$ cat src/rtl/sequential_divider_if.sv
// Request/result bundle for the sequential divider: operands and start from the
// requester, status and results back from the divider.
interface sequential_divider_if #(
  parameter int N = 4
);
  logic         start;
  logic [N-1:0] dividend;
  logic [N-1:0] divisor;
  logic         busy;
  logic         ready;
  logic [N-1:0] quotient;
  logic [N-1:0] remainder;
  logic         div_by_zero;

  modport master (
    output start,
    output dividend,
    output divisor,
    input  busy,
    input  ready,
    input  quotient,
    input  remainder,
    input  div_by_zero
  );

  modport slave (
    input  start,
    input  dividend,
    input  divisor,
    output busy,
    output ready,
    output quotient,
    output remainder,
    output div_by_zero
  );
endinterface

$ cat src/rtl/sequential_divider.sv
// Unsigned restoring divider: one quotient bit per clock, N iterations per
// operation, results held until the next completion.
module sequential_divider #(
  parameter int N = 4
) (
  input  logic               clk,
  input  logic               rst,
  sequential_divider_if.slave bus
);
  localparam int CW = $clog2(N + 1);

  typedef enum logic [1:0] {
    IDLE = 2'd0,
    BUSY = 2'd1,
    DONE = 2'd2
  } state_t;

  state_t        state_q, state_d;
  logic [N-1:0]  divisor_q, divisor_d;
  logic [N-1:0]  work_q, work_d;
  logic [N:0]    prem_q, prem_d;
  logic [CW-1:0] cnt_q, cnt_d;
  logic          busy_q, busy_d;
  logic          ready_q, ready_d;
  logic [N-1:0]  quotient_q, quotient_d;
  logic [N-1:0]  remainder_q, remainder_d;
  logic          dbz_q, dbz_d;

  logic [N+1:0]  step_wide;
  logic          step_ge;
  logic [N:0]    step_rem;
  logic [N-1:0]  step_quo;

  // One restoring step; the extra headroom bit keeps the compare and the
  // subtraction exact for every operand value.
  always_comb begin
    step_wide = {prem_q, work_q[N-1]};
    step_ge   = (step_wide >= {2'b00, divisor_q});
    step_rem  = step_ge ? (N+1)'(step_wide - {2'b00, divisor_q}) : step_wide[N:0];
    step_quo  = {work_q[N-2:0], step_ge};
  end

  always_comb begin
    state_d     = state_q;
    divisor_d   = divisor_q;
    work_d      = work_q;
    prem_d      = prem_q;
    cnt_d       = cnt_q;
    busy_d      = 1'b0;
    ready_d     = 1'b0;
    quotient_d  = quotient_q;
    remainder_d = remainder_q;
    dbz_d       = dbz_q;

    case (state_q)
      IDLE: begin
        if (bus.start) begin
          state_d   = BUSY;
          divisor_d = bus.divisor;
          work_d    = bus.dividend;
          prem_d    = '0;
          cnt_d     = '0;
          busy_d    = 1'b1;
        end
      end
      BUSY: begin
        prem_d = step_rem;
        work_d = step_quo;
        cnt_d  = cnt_q + CW'(1);
        if (cnt_q == CW'(N - 1)) begin
          state_d     = DONE;
          ready_d     = 1'b1;
          quotient_d  = step_quo;
          remainder_d = step_rem[N-1:0];
          dbz_d       = (divisor_q == '0);
        end else begin
          busy_d = 1'b1;
        end
      end
      DONE: begin
        state_d = IDLE;
      end
      default: begin
        state_d = IDLE;
      end
    endcase
  end

  always_ff @(posedge clk or posedge rst) begin
    if (rst) begin
      state_q     <= IDLE;
      divisor_q   <= '0;
      work_q      <= '0;
      prem_q      <= '0;
      cnt_q       <= '0;
      busy_q      <= 1'b0;
      ready_q     <= 1'b0;
      quotient_q  <= '0;
      remainder_q <= '0;
      dbz_q       <= 1'b0;
    end else begin
      state_q     <= state_d;
      divisor_q   <= divisor_d;
      work_q      <= work_d;
      prem_q      <= prem_d;
      cnt_q       <= cnt_d;
      busy_q      <= busy_d;
      ready_q     <= ready_d;
      quotient_q  <= quotient_d;
      remainder_q <= remainder_d;
      dbz_q       <= dbz_d;
    end
  end

  assign bus.busy        = busy_q;
  assign bus.ready       = ready_q;
  assign bus.quotient    = quotient_q;
  assign bus.remainder   = remainder_q;
  assign bus.div_by_zero = dbz_q;
endmodule

$ cat src/flat_wrapper.sv
// flat-port wrapper written by rule: the top's interface ports become plain ports
module sequential_divider_flat 
#(
  parameter int N = 4
)
  (clk, rst, bus_start, bus_dividend, bus_divisor, bus_busy, bus_ready, bus_quotient, bus_remainder, bus_div_by_zero);
  sequential_divider_if #(.N(N)) bus_i ();
  input  logic clk;
  input  logic rst;
  input wire logic [$bits(bus_i.start)-1:0] bus_start;
  input wire logic [$bits(bus_i.dividend)-1:0] bus_dividend;
  input wire logic [$bits(bus_i.divisor)-1:0] bus_divisor;
  output wire logic [$bits(bus_i.busy)-1:0] bus_busy;
  output wire logic [$bits(bus_i.ready)-1:0] bus_ready;
  output wire logic [$bits(bus_i.quotient)-1:0] bus_quotient;
  output wire logic [$bits(bus_i.remainder)-1:0] bus_remainder;
  output wire logic [$bits(bus_i.div_by_zero)-1:0] bus_div_by_zero;
  assign bus_i.start = bus_start;
  assign bus_i.dividend = bus_dividend;
  assign bus_i.divisor = bus_divisor;
  assign bus_busy = bus_i.busy;
  assign bus_ready = bus_i.ready;
  assign bus_quotient = bus_i.quotient;
  assign bus_remainder = bus_i.remainder;
  assign bus_div_by_zero = bus_i.div_by_zero;
  sequential_divider #(.N(N)) u_core (.clk(clk), .rst(rst), .bus(bus_i));
endmodule
$ cat config.mk
export PLATFORM = sky130hd
export DESIGN_NAME = sequential_divider_flat
export DESIGN_NICKNAME = d
export VERILOG_FILES = /design/src/rtl/sequential_divider_if.sv /design/src/rtl/sequential_divider.sv /design/src/flat_wrapper.sv
export SDC_FILE = /design/constraint.sdc
export NUM_CORES = 1
export LEC_CHECK = 0
export BUFFER_PORTS_ARGS = -buffer_cell sky130_fd_sc_hd__buf_4
export CORE_AREA = 8 8 74 76
export DETAILED_ROUTE_END_ITERATION = 16
export DIE_AREA = 0 0 82 84
export PLACE_DENSITY_LB_ADDON = 0.25
export SYNTH_ARGS = -nofsm -noshare
export SYNTH_HDL_FRONTEND = slang
export SYNTH_SLANG_ARGS = --single-unit
export TNS_END_PERCENT = 30
$ cat constraint.sdc
create_clock -name clk -period 3 [get_ports clk]
set_clock_uncertainty 0.1 [all_clocks]
set_input_delay 0 -clock clk [delete_from_list [all_inputs] [get_ports clk]]
set_output_delay 0 -clock clk [all_outputs]
set_load 0.05 [all_outputs]
==> metrics.txt, run 1 <==
status finished clean; synth unique cells 42; Hold Crit Class in -> reg; Final Setup Violations 0; worst path bufs/invs 2; Area Overhead vs Synth 28.4%; Finished Layout Cells 226; Worst-Margin Slew 1.11 ns; CTS HTree Levels 2; pre-CTS setup slack ~0.94 ns; worst-path fanout max 8; fraction of layout cells with a size suffix above 1 22.4%; final setup margin between 0.9 and 1 ns; Worst path max stage delay 0.41 ns; number of fillers in the final layout around 420; Final Max Slew Viols 0; Num CTS Buffers 5; Top Family by Delay on Critical Path adder cells; crit path time final between 2 and 2.5 ns; Clock Path Buffers 2; CP Launch Type flop; latest clock arrival within the worst-skew pair between 0.2 and 0.3 ns; die height 84 µm; Ports 22; cts hold-fix bufs 9; wire length per cell 15.7 µm; Slew HR between 20% and 30%; Synth Cell Area between 1000 and 1500 µm²; Max Clk Rate about 0.48 GHz; pin count of the biggest net entering global routing 30; Clock transition at path regs roughly 0.060 ns; average cell area after synthesis 10.3 µm²; Die ar. about 6900 µm²; Core Util, Final 43.5%; Die Width around 80 µm; Post-CTS Setup Bufs 0; CTS root buffer clkbuf_8; first-pass GRT wire length slightly below 6000 µm; GR Util All Layers 10.9%; Congestion Overflow GR 0; Final #Nets 191; cells after synthesis 140; CP Capture Type flop; register area share after synthesis 50.3%; worst path cell trace inv_1 -> ha_1 -> inv_1 -> fa_1 -> nand3_1 -> nand2_1 -> nor2_4 -> o311ai_0; std cell rows 24; Routed Antenna Nets 0; Ys Warns 0; Final Hold Viols 0; Resize count post-CTS 0; CTS tree done; Setup Total Neg Slack 0 ns; Worst Setup Path Type reg -> reg; Sinks on Clock Net 29; fin crit share slightly below 70%; Placeable Area between 4000 and 5000 µm²; Port Buffer Count 21; Post-Place Cells around 210; RSZ-0062 raised after global routing false; antenna violations before repair 0; most used cell along the critical path inv_1; initial core utilization 33.9%; Iter 0 DRT Violations 45; syn_nets about 160; DRT Wirelength around 3500 µm; routed vias between 1,000 and 1,500; ANT cells 0; synthesized flop and latch total 29; Final GP Congestion 0.809; Slowest-stage cell, CP dfrtp_1; HPWL Detailed between 2000 and 2500 µm; Worst Path Arrival 2.09 ns; Avg Vias per Cell about 5.1; commonest cells after routing, fill and taps aside nand2_1 (29), dfrtp_1 (29), buf_4 (22); Initial DRT Pass Iterations 4; maxcap violations 0; DRC viols 0; number of global-route vias before repair around 1,200; Crit path required time between 3 and 4 ns
## cells by family (layout without fill, tap and decap cells)
group / count (synthesis) / in the layout / synth area share, %
AND/OR/NAND/NOR: 52 / 52 / 18.9
AO/OA/AOI/OAI: 33 / 33 / 16.7
buffers and inverters: 14 / 48 / 4.16
adder cells (fa/ha/maj): 7 / 7 / 6.59
flip-flops: 29 / 29 / 50.3
XOR/XNOR: 2 / 2 / 1.21
multiplexers: 3 / 3 / 2.17
## state kept, by name, indices dropped and copies added (netlist names)
register and cells:
u_core.prem_q 5, u_core.work_q 4, u_core.cnt_q 3, u_core.bus.busy 1
u_core.bus.ready 1, u_core.bus.quotient 4, u_core.state_q 2, u_core.bus.remainder 4
u_core.bus.div_by_zero 1, u_core.divisor_q 4
## cells in the mapped netlist
cell       instances  area (µm²)
o22ai_1            1        6.26
o211ai_1           1        7.51
nand2b_1           2        12.5
dfrtp_1           29         726
o311ai_0           2        17.5
nand3_1            2        10.0
a32oi_1            2        17.5
mux2i_1            2        20.0
buf_4              1        7.51
nand4_1            5        31.3
fa_1               1        20.0
o21ai_0           13        65.1
o311ai_1           1        8.76
a221o_2            1        11.3
and2_2             1        7.51
a31oi_1            1        6.26
and2_4             1        8.76
a311oi_4           1        26.3
nor3b_4            1        18.8
o31ai_1            2        15.0
a2bb2oi_1          1        8.76
nor2_4             1        11.3
xnor2_1            2        17.5
and2_1             1        6.26
a21o_1             1        7.51
a22oi_1            1        7.51
inv_1              8        30.0
a311o_2            1        11.3
ha_1               6        75.1
mux2_2             1        11.3
clkbuf_1           1        3.75
nor3_1             1        5.00
clkinv_1           1        3.75
a21oi_1            2        10.0
nor2_1             4        15.0
nand3_2            1        10.0
nand2_1           29         109
nor2b_4            1        13.8
or4_1              1        7.51
o21bai_1           2        15.0
buf_2              3        15.0
and3_1             1        6.26
## worst register-to-register path: cells and delay by family, from the launching register on
family / cells / cell delay [ns]
DFF: 1 / 0.41
adders and majority gates: 2 / 0.56
and+or+nand+nor: 3 / 0.49
AOI/OAI and AO/OA: 1 / 0.17
buffers and inverters: 2 / 0.18
## per-layer routing
metal	vias to the layer above	track usage, %	wire [µm]
li1	558	-	-
met1	545	14.0	1630
met5	-	0	0
met3	6	4.53	296
met4	0	3.83	44
met2	37	15.7	1560
## final timing paths
check | start | to | slack [ns] | cells past startpoint
hold reg to reg | u_core.bus.quotient[3]$_DFFE_PP0P_ | u_core.bus.quotient[3]$_DFFE_PP0P_ | 0.39 | 2
setup reg to reg | u_core.work_q[3]$_DFFE_PP0P_ | u_core.prem_q[0]$_DFFE_PP0P_ | 0.93 | 8
hold / removal | bus_start | u_core.work_q[1]$_DFFE_PP0P_ | 0.16 | 4
max in group asynchronous | rst | u_core.work_q[3]$_DFFE_PP0P_ | 1.67 | 3
min in group asynchronous | rst | u_core.state_q[1]$_DFFE_PP0P_ | 0.46 | 3
setup / recovery | u_core.work_q[3]$_DFFE_PP0P_ | u_core.prem_q[0]$_DFFE_PP0P_ | 0.93 | 8
## final cells by class
cell class                      count  area (µm²)  share of cell area [%]
Inverter                            9        33.8                    1.82
Clock buffer                        7        86.3                    4.66
Tap cell                           52        65.1                    3.51
Timing Repair Buffer               31         255                    13.8
Multi-Input combinational cell     97         658                    35.5
Sequential cell                    29         726                    39.1
Clock inverter                      1        30.0                    1.62
## metrics by stage
stage	instance area [µm²]	hold WS (ns)
floorplan	1440	-0.0219
global placement	1650	0.108
detailed placement	1650	0.110
CTS	1850	0.152
global route	1850	0.174
finish	1850	0.160
Power of run 1 is left out: the tool's default activity adds up to more than one toggle a clock period on the data nets, which glitch-free logic cannot reach.
==> run 2, diff against run 1 <==
ABC_AREA = 1   (was unset)
clock period = 1.8 ns   (was 3 ns; I/O delays follow)
==> metrics.txt, run 2 <==
status finished clean (unchanged); maxcap violations 0 (unchanged); Final GP Congestion 0.858 (was 0.809); commonest non-fill, non-tap cell in the layout nand2_1; routed vias 1,165 (was 1,146); Cell Area, Placed 1680 µm² (was 1650 µm²); register area share after synthesis 50.0% (was 50.3%); Clock transition at path regs 0.06 ns (about the same); crit path from u_core.work_q[3]$_DFFE_PP0P_ (unchanged); Port Buffer Count 21 (unchanged); synthesized flop and latch total 29 (unchanged); Final Hold Viols 0 (unchanged); worst-path fanout max 7 (was 8); wl on met1 1370 µm (was 1630 µm); top-count cell post-synth nand2_1; Final #Nets 216 (was 191); Routed Antenna Nets 0 (unchanged); first-pass GRT wire length 5210 µm (was 5780 µm); Synth Cell Area 1450 µm² (was 1440 µm²); R2R Path End u_core.bus.remainder[3]$_DFFE_PP0P_ (was u_core.prem_q[0]$_DFFE_PP0P_); Max Clk Rate 0.559 GHz (was 0.483 GHz); Hold Crit Class in -> reg (unchanged); Clock Path Buffers 2 (unchanged); Post-Place Cells 233 (was 209); Congestion Overflow GR 0 (unchanged); Most flops, register u_core.prem_q (unchanged); initial core utilization 34.0% (was 33.9%); CTS tree done (unchanged); CP Capture Type flop (unchanged); Die Width 82 µm (unchanged); CP Launch Type flop (unchanged); r2r startpoint u_core.work_q[3]$_DFFE_PP0P_ (unchanged); Sinks on Clock Net 29 (unchanged); Post-synth EDFFs 0 (unchanged); Finished Layout Cells 250 (was 226); latest clock arrival within the worst-skew pair 0.27 ns (was 0.28 ns); number of global-route vias before repair 1,155 (was 1,181); Num CTS Buffers 5 (unchanged); Avg Vias per Cell 4.66 (was 5.07); DRC viols 0 (unchanged); Yosys top cell by area dfrtp_1 (unchanged); Top Metal Used met4 (unchanged); pin count of the biggest net entering global routing 30 (unchanged); Worst-Margin Slew 0.370 ns (was 1.11 ns); GR Util All Layers 9.59% (was 10.9%); fin crit share 99.5% (was 69.1%); max FFs per register 5 (unchanged); DRT Wirelength 3060 µm (was 3540 µm); Initial DRT Pass Iterations 4 (unchanged); r2r setup slk 0.01 ns (was 0.93 ns); HPWL Detailed 2260 µm (was 2490 µm); synth unique cells 28 (was 42); die height 84 µm (unchanged); antenna violations before repair 0 (unchanged); fraction of registers with async set/reset 100% (unchanged); Die ar. 6890 µm² (unchanged); final instance area 1900 µm² (was 1850 µm²); crit path time final 1.79 ns (was 2.07 ns); syn_nets 176 (was 158); ANT cells 0 (unchanged); Worst Setup Path Type reg -> reg (unchanged); Final Setup Violations 0 (unchanged); Ys Warns 0 (unchanged); Met3 Routed Length 186 µm (was 296 µm); fraction of layout cells with a size suffix above 1 27.3% (was 22.4%); Main synth FF type dfrtp_1 (unchanged); Slew HR 75.3% (was 25.8%); top cells by count, synth nand2_1 (52), dfrtp_1 (29), inv_1 (17) (was dfrtp_1 (29), nand2_1 (29), o21ai_0 (13)); Met2 Routed Length 1470 µm (was 1560 µm); top cell type's share of synthesized area 50.0% (was 50.3%); leading post-synthesis cells by cell area dfrtp_1 (50%), nand2_1 (13%), ha_1 (5.2%), inv_1 (4.4%), nand3_1 (3.1%) (was dfrtp_1 (50%), nand2_1 (7.5%), ha_1 (5.2%), o21ai_0 (4.5%), nand4_1 (2.2%)); R2R cell count 12 (was 8); RSZ-0062 raised after global routing true (was false); cells after synthesis 158 (was 140); Crit path required time 1.86 ns (was 3.02 ns); wire length per cell 12.3 µm (was 15.7 µm); average cell area after synthesis 9.18 µm² (was 10.3 µm²); worst hold slack 0.0161 ns (was 0.160 ns); Critical path destination u_core.bus.remainder[3]$_DFFE_PP0P_ (was u_core.prem_q[0]$_DFFE_PP0P_); Worst Path Arrival 1.85 ns (was 2.09 ns); Final Max Slew Viols 0 (unchanged); Area Overhead vs Synth 30.7% (was 28.4%); CTS root buffer clkbuf_8 (unchanged); Iter 0 DRT Violations 65 (was 45); std cell rows 24 (unchanged); CTS HTree Levels 2 (unchanged); Placeable Area 4260 µm² (unchanged); Ports 22 (unchanged); commonest cells after routing, fill and taps aside nand2_1 (50), dfrtp_1 (29), buf_4 (25) (was nand2_1 (29), dfrtp_1 (29), buf_4 (22))
run 2: cell types whose count changed in the layout (fill, tap and decap cells not counted), sizes merged, moves of 3 or more:
cell	previous run	this run
nand2	29	55
inv	8	20
nand3	3	10
and2	3	0
buf	22	25
o311ai	3	0
run 2: worst max-delay path: stages, from the launching register on:
cell,delay (ns)
dfrtp_1,0.38
inv_2,0.07
ha_4,0.12
inv_2,0.03
fa_2,0.35
nand2_2,0.07
nand2_2,0.06
nand2_4,0.11
nand3_4,0.11
nand2_1,0.10
nand2_1,0.07
nand2_1,0.06
nand2_1,0.05
run 2: kinds of logic (layout without fill, tap and decap cells):
kind of cell / count (synthesis) / count (layout) / synth area share, %
compound gates: 21 / 21 / 9.06
xor+xnor: 2 / 2 / 1.21
fa+ha+maj: 7 / 7 / 6.56
buf+inv: 22 / 62 / 6.64
flops: 29 / 29 / 50.0
simple gates: 77 / 77 / 26.5
run 2: area by class of cell:
type,count,area (µm²)
sequential,29,726
tap,52,65.1
clock buffer,7,86.3
inverter,21,85.1
multi-input combinational,107,656
timing repair buffer,34,278
fill,432,2370
run 2: per-layer routing:
metal,up-vias,track usage (%)
met5,-,0
met4,0,3.35
met3,5,3.56
met2,27,14.8
met1,546,11.8
li1,587,-
run 2: worst min-delay path by stage:
stage,startpoint,endpoint,cells past startpoint
after floorplan,rst,u_core.bus.busy$_DFF_PP0_,1
after global placement,rst,u_core.bus.quotient[1]$_DFFE_PP0P_,3
after detailed placement,rst,u_core.bus.quotient[1]$_DFFE_PP0P_,3
after CTS,bus_start,u_core.bus.busy$_DFF_PP0_,3
after global routing,bus_start,u_core.bus.busy$_DFF_PP0_,3
final,bus_start,u_core.bus.busy$_DFF_PP0_,3
run 2: stage by stage:
step / setup WS [ns] / util (%) / setup TNS (ns)
2_1_floorplan: 0.0224 / - / 0
3_3_place_gp: -0.00492 / 39.5 / -0.00503
3_5_place_dp: -0.0848 / 39.5 / -0.273
4_1_cts: 0.00364 / 44.4 / 0
5_1_grt: -0.0848 / 44.5 / -0.277
6_report: 0.00986 / 44.5 / 0
run 2: what timing repair did:
action                     4_1_cts  5_1_grt
pin swaps                        4        6
hold buffers                     9        0
setup buffers                    1        0
setup endpoints to repair        9       10
hold endpoints to repair        37        0
gates resized for setup          8        1
Power of run 2 is left out for the same reason.
==> run 3, diff against run 2 <==
SETUP_SLACK_MARGIN = 0.05   (was unset)
clock period = 1.6 ns   (was 1.8 ns; I/O delays follow)
==> metrics.txt, run 3 (synthesized netlist as in run 2, its figures left out) <==
Clock transition at path regs 0.06 ns (about the same); status finished, violations left (was finished clean); Placeable Area 4260 µm² (unchanged); Routed Antenna Nets 0 (unchanged); Clock Path Buffers 2 (unchanged); Final Max Slew Viols 0 (unchanged); Worst Setup Path Type reg -> reg (unchanged); CP Capture Type flop (unchanged); HPWL Detailed 2370 µm (was 2260 µm); final instance area 2010 µm² (was 1900 µm²); die height 84 µm (unchanged); commonest non-fill, non-tap cell in the layout nand2_1 (unchanged); Worst Path Arrival 1.83 ns (was 1.85 ns); DRT Wirelength 3240 µm (was 3060 µm); Max Clk Rate 0.567 GHz (was 0.559 GHz); Num CTS Buffers 5 (unchanged); Final #Nets 228 (was 216); failing checks negative setup slack; CTS HTree Levels 2 (unchanged); met2 usage 15.9% (was 14.8%); Hold Crit Class in -> async (was in -> reg); Iter 0 DRT Violations 53 (was 65); Ports 22 (unchanged); latest clock arrival within the worst-skew pair 0.28 ns (was 0.27 ns); commonest cells after routing, fill and taps aside nand2_1 (48), buf_4 (35), dfrtp_1 (29) (was nand2_1 (50), dfrtp_1 (29), buf_4 (25)); CTS root buffer clkbuf_8 (unchanged); worst-path fanout max 7 (unchanged); antenna violations before repair 0 (unchanged); Die Width 82 µm (unchanged); pin count of the biggest net entering global routing 30 (unchanged); Crit path required time 1.67 ns (was 1.86 ns); Sinks on Clock Net 29 (unchanged); Port Buffer Count 21 (unchanged); CTS tree done (unchanged); first-pass GRT wire length 5630 µm (was 5210 µm); CP Launch Type flop (unchanged); routed vias 1,205 (was 1,165); Avg Vias per Cell 4.58 (was 4.66); Congestion Overflow GR 0 (unchanged); Area Overhead vs Synth 38.9% (was 30.7%); Die ar. 6890 µm² (unchanged); ANT cells 0 (unchanged); Cell Area, Placed 1770 µm² (was 1680 µm²); Final GP Congestion 0.834 (was 0.858); fraction of layout cells with a size suffix above 1 32.2% (was 27.3%); Most flops, register u_core.prem_q (unchanged); worst hold slack 0.285 ns (was 0.0161 ns); crit path time final 1.76 ns (was 1.79 ns); wire length per cell 12.3 µm (about the same); fin crit share 110% (was 99.5%); final setup margin -0.163 ns (was 0.00986 ns); Final Setup Violations 11 (was 0); initial core utilization 34.0% (unchanged); Worst-Margin Slew 0.378 ns (was 0.370 ns); max FFs per register 5 (unchanged); grt peak-use layer met2 (unchanged); number of global-route vias before repair 1,254 (was 1,155); maxcap violations 0 (unchanged); Setup Total Neg Slack -1.26 ns (was 0 ns); Final Hold Viols 0 (unchanged); Slew HR 74.8% (was 75.3%); grt met1 use 12.8% (was 11.8%); pre-CTS setup slack -0.195 ns (was -0.0848 ns); std cell rows 24 (unchanged); grt met3 use 3.77% (was 3.56%); Initial DRT Pass Iterations 4 (unchanged); GR Util All Layers 10.2% (was 9.59%); DRC viols 0 (unchanged); RSZ-0062 raised after global routing true (unchanged)
## run 3: area by class of cell
cell class / instances / area, µm²
clock buffer: 7 / 96.3
sequential: 29 / 726
clock inverter: 1 / 5.00
fill: 418 / 2250
tap: 52 / 65.1
inverter: 21 / 85.1
multi-input combinational: 107 / 663
timing repair buffer: 46 / 374
## run 3: per-layer routing
layer / part of all wire [%] / routed length [µm] / vias to the layer above
met1: 46 / 1480 / 566
met4: 0.68 / 22 / 0
li1: - / - / 612
met3: 6.1 / 197 / 2
met5: 0 / 0 / -
met2: 48 / 1540 / 25
## run 3: final timing paths
check / from / end / slack (ns) / cells after the start
setup / recovery: u_core.work_q[3]$_DFFE_PP0P_ / u_core.bus.quotient[0]$_DFFE_PP0P_ / -0.16 / 11
max in group asynchronous: rst / u_core.prem_q[0]$_DFFE_PP0P_ / 0.84 / 4
min in group clk: bus_divisor[3] / u_core.divisor_q[3]$_DFFE_PP0P_ / 0.38 / 4
hold reg to reg: u_core.bus.remainder[3]$_DFFE_PP0P_ / u_core.bus.remainder[3]$_DFFE_PP0P_ / 0.38 / 2
setup reg to reg: u_core.work_q[3]$_DFFE_PP0P_ / u_core.bus.quotient[0]$_DFFE_PP0P_ / -0.16 / 11
hold / removal: rst / u_core.bus.quotient[0]$_DFFE_PP0P_ / 0.28 / 4
## run 3: worst max-delay path, stage by stage, from the launching register on
cell and delay [ns]:
dfrtp_1 0.37, inv_2 0.07, ha_4 0.12, inv_2 0.04, fa_2 0.34, nand2_2 0.07
nand2_2 0.06, nand2_4 0.10, nand3_4 0.12, buf_4 0.16, nand2_1 0.05, nand2_1 0.05
## run 3: repair_timing
item | CTS | global route
resized for setup | 2 | 5
endpoints found under the hold margin | 38 | 0
pin swaps | 3 | 3
hold buffers | 10 | 0
buffers inserted | 0 | 3
setup endpoints to repair | 11 | 11
## run 3: through the flow
stage	utilization, %	cells
2_1_floorplan	-	158
3_3_place_gp	41.4	242
3_5_place_dp	41.4	242
4_1_cts	46.3	260
5_1_grt	47.2	263
6_report	47.2	263
Power of run 3 is left out for the same reason.
